$ cat src/rtl/user_rw_test_sequencer.sv
// Sequencer for the AXI4 read/write loopback test: per loop it triggers a write package,
// then a read package, and checks the returned beats against an incrementing pattern.
module user_rw_test_sequencer #(
  parameter int USER_DATA_WIDTH = 16,
  parameter int PACKAGE_LEN     = 1024,
  parameter int LOOP_W          = 8,
  parameter int ERR_W           = 16,
  parameter int TIMEOUT_CYC     = 65535
) (
  input  logic                       clk,
  input  logic                       resetn,
  input  logic                       start,
  input  logic [LOOP_W-1:0]          loop_num,
  output logic                       wr_trig,
  input  logic                       wr_done,
  output logic                       rd_trig,
  input  logic                       rd_data_vld,
  input  logic [USER_DATA_WIDTH-1:0] rd_data,
  input  logic                       rd_done,
  output logic                       busy,
  output logic                       test_done,
  output logic                       test_pass,
  output logic                       timeout,
  output logic [ERR_W-1:0]           err_cnt,
  output logic [LOOP_W-1:0]          loop_cnt
);

  localparam int BEAT_W = $clog2(PACKAGE_LEN + 1);
  localparam int TMR_W  = $clog2(TIMEOUT_CYC + 1);
  localparam logic [BEAT_W-1:0] BEAT_FULL = BEAT_W'(PACKAGE_LEN);
  localparam logic [TMR_W-1:0]  TMR_LAST  = TMR_W'(TIMEOUT_CYC - 1);

  typedef enum logic [2:0] {
    IDLE, WR_TRIG, WR_WAIT, RD_TRIG, RD_WAIT, CHECK, DONE
  } state_t;

  state_t                     state_q, state_d;
  logic [LOOP_W-1:0]          loops_q, loops_d;
  logic [LOOP_W-1:0]          loop_cnt_q, loop_cnt_d;
  logic [ERR_W-1:0]           err_q, err_d, err_chk;
  logic                       timeout_q, timeout_d;
  logic                       pass_q, pass_d;
  logic [USER_DATA_WIDTH-1:0] exp_q, exp_d;
  logic [BEAT_W-1:0]          beat_q, beat_d;
  logic [TMR_W-1:0]           timer_q, timer_d;

  function automatic logic [ERR_W-1:0] err_sat_inc(input logic [ERR_W-1:0] v);
    return (&v) ? v : v + ERR_W'(1);
  endfunction

  function automatic logic [BEAT_W-1:0] beat_sat_inc(input logic [BEAT_W-1:0] v);
    return (&v) ? v : v + BEAT_W'(1);
  endfunction

  always_comb begin
    state_d    = state_q;
    loops_d    = loops_q;
    loop_cnt_d = loop_cnt_q;
    err_d      = err_q;
    err_chk    = err_q;
    timeout_d  = timeout_q;
    pass_d     = pass_q;
    exp_d      = exp_q;
    beat_d     = beat_q;
    timer_d    = timer_q;

    case (state_q)
      IDLE: begin
        if (start) begin
          loops_d    = (loop_num == '0) ? LOOP_W'(1) : loop_num;
          loop_cnt_d = '0;
          err_d      = '0;
          timeout_d  = 1'b0;
          pass_d     = 1'b0;
          state_d    = WR_TRIG;
        end
      end
      WR_TRIG: begin
        timer_d = '0;
        state_d = WR_WAIT;
      end
      WR_WAIT: begin
        if (wr_done) begin
          state_d = RD_TRIG;
        end else if (timer_q == TMR_LAST) begin
          timeout_d = 1'b1;
          state_d   = DONE;
        end else begin
          timer_d = timer_q + TMR_W'(1);
        end
      end
      RD_TRIG: begin
        exp_d   = '0;
        beat_d  = '0;
        timer_d = '0;
        state_d = RD_WAIT;
      end
      RD_WAIT: begin
        // A beat arriving together with rd_done is still counted and compared.
        if (rd_data_vld) begin
          if (rd_data != exp_q) err_d = err_sat_inc(err_q);
          exp_d   = exp_q + USER_DATA_WIDTH'(1);
          beat_d  = beat_sat_inc(beat_q);
          timer_d = '0;
        end
        if (rd_done) begin
          state_d = CHECK;
        end else if (!rd_data_vld) begin
          if (timer_q == TMR_LAST) begin
            timeout_d = 1'b1;
            state_d   = DONE;
          end else begin
            timer_d = timer_q + TMR_W'(1);
          end
        end
      end
      CHECK: begin
        err_chk    = (beat_q != BEAT_FULL) ? err_sat_inc(err_q) : err_q;
        err_d      = err_chk;
        loop_cnt_d = loop_cnt_q + LOOP_W'(1);
        if (loop_cnt_d == loops_q) begin
          // Only a completed run can pass; timeout is necessarily clear here.
          pass_d  = (err_chk == '0);
          state_d = DONE;
        end else begin
          state_d = WR_TRIG;
        end
      end
      DONE: begin
        state_d = IDLE;
      end
      default: begin
        state_d = IDLE;
      end
    endcase
  end

  always_ff @(posedge clk or negedge resetn) begin
    if (!resetn) begin
      state_q    <= IDLE;
      loops_q    <= '0;
      loop_cnt_q <= '0;
      err_q      <= '0;
      timeout_q  <= 1'b0;
      pass_q     <= 1'b0;
      exp_q      <= '0;
      beat_q     <= '0;
      timer_q    <= '0;
    end else begin
      state_q    <= state_d;
      loops_q    <= loops_d;
      loop_cnt_q <= loop_cnt_d;
      err_q      <= err_d;
      timeout_q  <= timeout_d;
      pass_q     <= pass_d;
      exp_q      <= exp_d;
      beat_q     <= beat_d;
      timer_q    <= timer_d;
    end
  end

  assign wr_trig   = (state_q == WR_TRIG);
  assign rd_trig   = (state_q == RD_TRIG);
  assign busy      = (state_q != IDLE);
  assign test_done = (state_q == DONE);
  assign test_pass = pass_q;
  assign timeout   = timeout_q;
  assign err_cnt   = err_q;
  assign loop_cnt  = loop_cnt_q;

endmodule

$ cat config.mk
export PLATFORM = sky130hd
export DESIGN_NAME = user_rw_test_sequencer
export DESIGN_NICKNAME = d
export VERILOG_FILES = /design/src/rtl/user_rw_test_sequencer.sv
export SDC_FILE = /design/constraint.sdc
export NUM_CORES = 1
export LEC_CHECK = 0
export ABC_AREA = 1
export CORE_MARGIN = 10
export CORE_UTILIZATION = 60
export CTS_BUF_LIST = sky130_fd_sc_hd__clkbuf_2
export CTS_CLUSTER_DIAMETER = 80
export CTS_CLUSTER_SIZE = 40
export DETAILED_ROUTE_END_ITERATION = 16
export PLACE_DENSITY = 0.84
export SYNTH_ARGS = -nofsm -noshare
export SYNTH_HDL_FRONTEND = slang
export SYNTH_SLANG_ARGS = --single-unit
$ cat constraint.sdc
create_clock -name clk -period 2.7 [get_ports clk]
set_input_delay 0.81 -clock clk [delete_from_list [all_inputs] [get_ports clk]]
set_output_delay 0.81 -clock clk [all_outputs]
set_load 0.02 [all_outputs]
==> results of run 1 <==
==> layer usage <==
metal | GRT usage | routed length [um] | vias up
met5 | 0 | 0 | -
met4 | 0.0751 | 216 | 0
met3 | 0.0419 | 1150 | 25
met2 | 0.358 | 6810 | 247
met1 | 0.285 | 5980 | 2552
li1 | - | - | 2713
==> worst max-delay path by stage <==
stage | from | end | slack (ps) | depth (start not counted)
2_1_floorplan | err_cnt[0] | test_pass | 780 | 15
3_3_place_gp | rd_data[12] | err_cnt[5] | 250 | 9
5_1_grt | loop_cnt[0] | loop_cnt[0] | 20 | 1
3_5_place_dp | rd_data[12] | err_cnt[5] | 200 | 9
6_report | loop_cnt[0] | loop_cnt[0] | 120 | 1
4_1_cts | state_q[1] | busy | 40 | 3
==> sequential cells by signal, indices dropped and copies added (netlist names) <==
name / count
beat_q: 11
test_pass: 1
timeout: 1
loop_cnt: 8
err_cnt: 16
state_q: 3
timer_q: 16
exp_q: 16
loops_q: 8
==> synth_stat cells (2+ instances only) <==
library cell | instances | area, um2
a21oi_1 | 32 | 160
a22oi_1 | 5 | 37.5
a31oi_1 | 4 | 25.0
buf_2 | 7 | 35.0
buf_4 | 2 | 15.0
buf_6 | 4 | 45.0
clkbuf_1 | 4 | 15.0
dfrtp_1 | 80 | 2000
ha_1 | 7 | 87.6
inv_1 | 92 | 345
inv_2 | 15 | 56.3
inv_4 | 2 | 12.5
nand2_1 | 223 | 837
nand2_2 | 6 | 37.5
nand2_4 | 5 | 56.3
nand3_1 | 62 | 310
nand3_2 | 4 | 40.0
nand3_4 | 2 | 35.0
nand3b_1 | 4 | 30.0
nand4_1 | 13 | 81.3
nor2_1 | 68 | 255
nor2_2 | 3 | 18.8
nor2_4 | 5 | 56.3
nor3_1 | 13 | 65.1
nor3_2 | 2 | 20.0
nor4_1 | 6 | 37.5
o21a_1 | 2 | 15.0
o21ai_0 | 40 | 200
o21ai_1 | 28 | 140
o22ai_1 | 8 | 50.1
o31ai_1 | 2 | 15.0
or2_2 | 5 | 31.3
xnor2_1 | 13 | 114
xor2_1 | 7 | 61.3
==> per-stage QoR <==
stage	area, um2	cells
after floorplan	5530	793
after global placement	6220	951
after detailed placement	6220	951
after CTS	6350	969
after global routing	6370	971
final	6370	971
==> cell usage in the layout, fill, tap and decap left out, drive strengths merged, types with 2 or more instances in the layout <==
master         Yosys  layout
or2                6       6
o22ai              8       8
clkinv             2       5
nor3              16      16
a22oi              5       5
nand2            234     234
nor4               6       6
inv              109     109
nand3b             4       4
nor2              77      77
buf               14      15
clkinvlp           0       2
o21a               2       2
nand4             13      13
ha                 7       7
o31ai              2       2
a21oi             34      34
clkbuf             5      10
o21ai             69      69
dfrtp             80      80
xnor2             13      13
clkdlybuf4s50      0      54
a31oi              4       4
nand3             68      68
xor2               7       7
dlygate4sd2        0       3
==> timing repair <==
action | in CTS | in global routing
gates resized for setup | 7 | 1
setup endpoints to repair | 4 | 1
setup buffers | 2 | 2
==> power groups by stage <==
stage               clock (mW)  combinational (mW)  sequential (mW)
global route             0.712                2.81             1.80
floorplan                    0                1.78             1.75
CTS                      0.660                2.47             1.76
detailed placement           0                2.44             1.78
global placement             0                2.36             1.77
finish                   0.657                2.50             1.76
==> worst register-to-register path: cells and delay by family, from the launching register on <==
family	cells	cell delay [ps]
AO/OA/AOI/OAI	1	300
adder cells (fa/ha/maj)	1	310
buffers and inverters	1	70
flip-flops	1	520
AND/OR/NAND/NOR	9	1210
==> final cells by class <==
type,count,area [um2]
multi-input combinational,583,2990
tap,108,135
sequential,80,2010
clock inverter,6,60.1
inverter,111,423
timing repair buffer,73,704
fill,727,2480
clock buffer,10,50.0
==> cell families (layout without fill, tap and decap cells) <==
group | count (synthesis) | in the layout | share of synthesized area
compound gates | 131 | 131 | 0.135
xor+xnor | 21 | 21 | 0.0357
fa+ha+maj | 7 | 7 | 0.0158
buf+inv | 130 | 200 | 0.0979
flops | 80 | 80 | 0.362
simple gates | 424 | 424 | 0.353
==> impl_metrics.env, run 1 <==
export IMPL_rr_worst_depth=12
export IMPL_outcome="completed"
export IMPL_clock_sinks=80
export IMPL_rsz0062_at_grt="false"
export IMPL_switching_share=0.474
export IMPL_drc_errors=0
export IMPL_clk_root_buffer_cell="clkbuf_2"
export IMPL_synth_cells=793
export IMPL_worst_pin_slew_ps=454
export IMPL_clock_path_buffers=2
export IMPL_critPathLaunchType="flop"
export IMPL_yosysWarnings=0
export IMPL_core_area_um2=8850
export IMPL_crit_family="buffers and inverters"
export IMPL_area_growth_pct=15.2
export IMPL_synth_area_um2=5530
export IMPL_gr_total_overflow=0
export IMPL_cts_tree="done"
export IMPL_arrival_ps=1770
export IMPL_p_switching_mw=2.33
export IMPL_wire_per_inst_um=14.6
export IMPL_fin_total_pwr_mw=4.92
export IMPL_cts_htree_levels=3
export IMPL_crit_slowest_cell="clkdlybuf4s50_1"
export IMPL_crit_type="flop to primary output"
export IMPL_pwr_share_clk=0.134
export IMPL_first_iter_violations=477
export IMPL_synth_edf_count=0
export IMPL_cap_violations=0
export IMPL_intPower_mw=2.59
export IMPL_synth_ff_type="dfrtp_1"
export IMPL_vdd_drop_max_mv=0.661
export IMPL_antenna_found_initial=0
export IMPL_pwr_share_comb=0.508
export IMPL_hold_viol=0
export IMPL_slew_violations=0
export IMPL_skew_ps=46.5
export IMPL_synthDistinctLibCells=52
export IMPL_cpPeakStageDelay_ps=670
export IMPL_powerDensity_nw_per_um2=772
export IMPL_path_max_fanout=9
export IMPL_layout_nets=895
export IMPL_p_leak_nw=3.02
export IMPL_dieHeight_um=116
export IMPL_grt_pass1_wl_um=24500
export IMPL_diodes=0
export IMPL_timing_hold_ws_ps=115
export IMPL_syn_num_nets=830
export IMPL_path_clk_slew_ps=240
export IMPL_yosysSeqAreaShare=0.362
export IMPL_dpl_hpwl_um=10600
export IMPL_grt_pass1_vias=5294
export IMPL_clk_latency_ps=550
export IMPL_ys_ff_latch=80
export IMPL_required_ps=1890
export IMPL_finish_utilization=0.720
export IMPL_r2r_slack_ps=280
export IMPL_portBuffers=59
export IMPL_path_cells="clkdlybuf4s50_1"
export IMPL_seqPwrFrac=0.359
export IMPL_dp_slack_ps=204
export IMPL_avgViaCountPerCell=5.70
export IMPL_hp_class="input port to async pin"
export IMPL_drt_pass1_iterations=6
export IMPL_drive_gt1_frac=0.105
export IMPL_grt_max_degree=32
export IMPL_start_util=0.625
export IMPL_cts_hold_fix_buffers=0
export IMPL_ios=60
export IMPL_cts_made_buffers=9
export IMPL_routed_wl_um=14100
export IMPL_fin_crit_ps=2580
export IMPL_r2r_end="test_pass"
export IMPL_vias=5537
export IMPL_tns_ps=0
export IMPL_rows=34
export IMPL_r2r_start="err_cnt[0]"
export IMPL_place_congestion=0.950
export IMPL_path_buf_inv=1
export IMPL_drtAntennaViolNets=0
export IMPL_synth_avg_cell_area_um2=6.98
export IMPL_end_kind="primary output"
export IMPL_synth_async_reset_ratio=1.00
export IMPL_die_w_um=116
export IMPL_clock_fmax_ghz=0.387
export IMPL_maxSlewHeadroom=0.696
export IMPL_setup_violations=0
export IMPL_setup_ws_ps=116
export IMPL_fin_crit_sh=0.957
export IMPL_grtUsageTotal=0.219
export IMPL_die_area_um2=13500
No activity file was read; power rests on OpenSTA's default activity.
==> run 2: changes to the inputs <==
--- a/config.mk
+++ b/config.mk
@@ -6,6 +6,7 @@
 export NUM_CORES = 1
 export LEC_CHECK = 0
 export ABC_AREA = 1
+export CORE_ASPECT_RATIO = 1.1
 export CORE_MARGIN = 10
 export CORE_UTILIZATION = 60
 export CTS_BUF_LIST = sky130_fd_sc_hd__clkbuf_2
==> run 2 against run 1 <==
  * Worst hold slack better by 62 ps
  * Maximum frequency down 0.98%
  * Clock power decreased by 14%
  * Critical path depth grew 1
  * Wire length decreased by 2.4%
  * Register-to-register slack barely moved
  * Worst setup slack got worse by 26 ps
  * Final area is 0.71% lower
  * Cell count increased by 0.31%
  * Count of clock-buffer cells in the layout increased by 1
  * Global-route usage shrank 1.8 points
==> impl_metrics.env, run 2 (same netlist as run 1, synthesis figures left out) <==
export IMPL_outcome="completed"
export IMPL_die_area_um2=13500
export IMPL_grt_pass1_vias=5461
export IMPL_clock_sinks=80
export IMPL_place_congestion=0.912
export IMPL_vias=5456
export IMPL_timing_hold_ws_ps=178
export IMPL_rows=36
export IMPL_fin_crit_ps=2610
export IMPL_start_util=0.620
export IMPL_final_common_cell="nand2_1"
export IMPL_vdd_drop_max_mv=0.358
export IMPL_clock_fmax_ghz=0.383
export IMPL_cap_violations=0
export IMPL_clk_root_buffer_cell="clkbuf_2"
export IMPL_p_leak_nw=2.98
export IMPL_final_cell_mix="nand2_1, inv_1, dfrtp_1"
export IMPL_path_cells="nor3_1 > dlygate4sd2_1"
export IMPL_worst_pin_slew_ps=492
export IMPL_diodes=0
export IMPL_fin_cells=974
export IMPL_grt_use_met2=0.361
export IMPL_cts_made_buffers=9
export IMPL_dp_cells=957
export IMPL_top_usage_layer="met2"
export IMPL_hold_viol=0
export IMPL_use_met1=0.219
export IMPL_clock_path_buffers=2
export IMPL_grtUsageTotal=0.201
export IMPL_setup_ws_ps=90.1
export IMPL_avgViaCountPerCell=5.60
export IMPL_hp_class="input port to async pin"
export IMPL_grt_max_degree=46
export IMPL_use_met3=0.0361
export IMPL_grt_pass1_wl_um=23400
export IMPL_area_growth_pct=14.4
export IMPL_r2r_end="test_pass"
export IMPL_end_kind="primary output"
export IMPL_arrival_ps=1800
export IMPL_rr_worst_depth=15
export IMPL_crit_type="flop to primary output"
export IMPL_first_iter_violations=383
export IMPL_path_clk_slew_ps=240
export IMPL_fill_cells=737
export IMPL_powerDensity_nw_per_um2=756
export IMPL_dpl_hpwl_um=10500
export IMPL_path_max_fanout=7
export IMPL_required_ps=1890
export IMPL_drive_gt1_frac=0.100
export IMPL_cts_tree="done"
export IMPL_ios=60
export IMPL_skew_ps=23.6
export IMPL_finish_utilization=0.709
export IMPL_antenna_found_initial=0
export IMPL_dieHeight_um=121
export IMPL_wire_per_inst_um=14.2
export IMPL_r2r_slack_ps=290
export IMPL_clk_latency_ps=550
export IMPL_routed_wl_um=13800
export IMPL_maxSlewHeadroom=0.672
export IMPL_cts_htree_levels=3
export IMPL_setup_violations=0
export IMPL_drc_errors=0
export IMPL_drt_pass1_iterations=5
export IMPL_crit_slowest_cell="dfrtp_2"
export IMPL_gr_total_overflow=0
export IMPL_critPathLaunchType="flop"
export IMPL_drtAntennaViolNets=0
export IMPL_dp_slack_ps=212
export IMPL_portBuffers=59
export IMPL_slew_violations=0
export IMPL_path_buf_inv=1
export IMPL_core_area_um2=8920
export IMPL_cpPeakStageDelay_ps=520
export IMPL_r2r_start="err_cnt[1]"
export IMPL_fin_crit_sh=0.967
export IMPL_die_w_um=112
export IMPL_fin_total_pwr_mw=4.78
export IMPL_layout_nets=892
export IMPL_crit_family="flip-flops"
==> run 2: metal layers <==
metal	wire length, um	share of wire
met5	0	0
met4	392	0.028
met3	813	0.059
met2	6860	0.50
met1	5750	0.42
==> run 2: where the power goes <==
part	switching (mW)	internal, mW
sequential	0.300	1.45
combinational	1.55	0.919
clock	0.436	0.127
==> run 2: what timing repair did <==
item / 4_1_cts / 5_1_grt
hold endpoints to repair: 0 / 0
resized for setup: 6 / 1
hold buffers: 0 / 0
endpoints found under the setup margin: 4 / 2
setup buffers: 0 / 1
==> run 2: through the flow <==
step | TNS, ps | instance area (um2)
global route | -4.13 | 6330
global placement | 0 | 6230
finish | 0 | 6330
floorplan | 0 | 5530
detailed placement | 0 | 6230
CTS | 0 | 6320
==> run 2: worst max path at each step <==
stage                     start          end  cells past startpoint
floorplan            err_cnt[0]    test_pass                     15
global placement    rd_data[12]   err_cnt[7]                      9
detailed placement  rd_data[12]  err_cnt[10]                      9
CTS                 loop_cnt[0]  loop_cnt[0]                      1
global route         state_q[0]      rd_trig                      5
finish               state_q[2]      wr_trig                      2
==> run 2: worst register-to-register path, cell delays in order (launching register included) <==
cell and delay, ps:
dfrtp_1 490, ha_1 330, nand2_1 130, nor2_4 120, nand2_2 100, clkinv_2 70
nand2_2 260, nand2_1 160, nand2_1 70, nand2_1 60, nand2_1 80, nor2_1 120
nand3_1 80, nor2_1 170, nand3_1 90, nand2_1 60
==> run 2: cell type report <==
type                            count  area [um2]  share of cell area
Clock buffer                       11        55.1             0.00870
Clock inverter                      5        33.8             0.00534
Inverter                          111         423              0.0669
Multi-Input combinational cell    583        2990               0.472
Sequential cell                    80        2010               0.317
Tap cell                          114         143              0.0225
Timing Repair Buffer               70         678               0.107
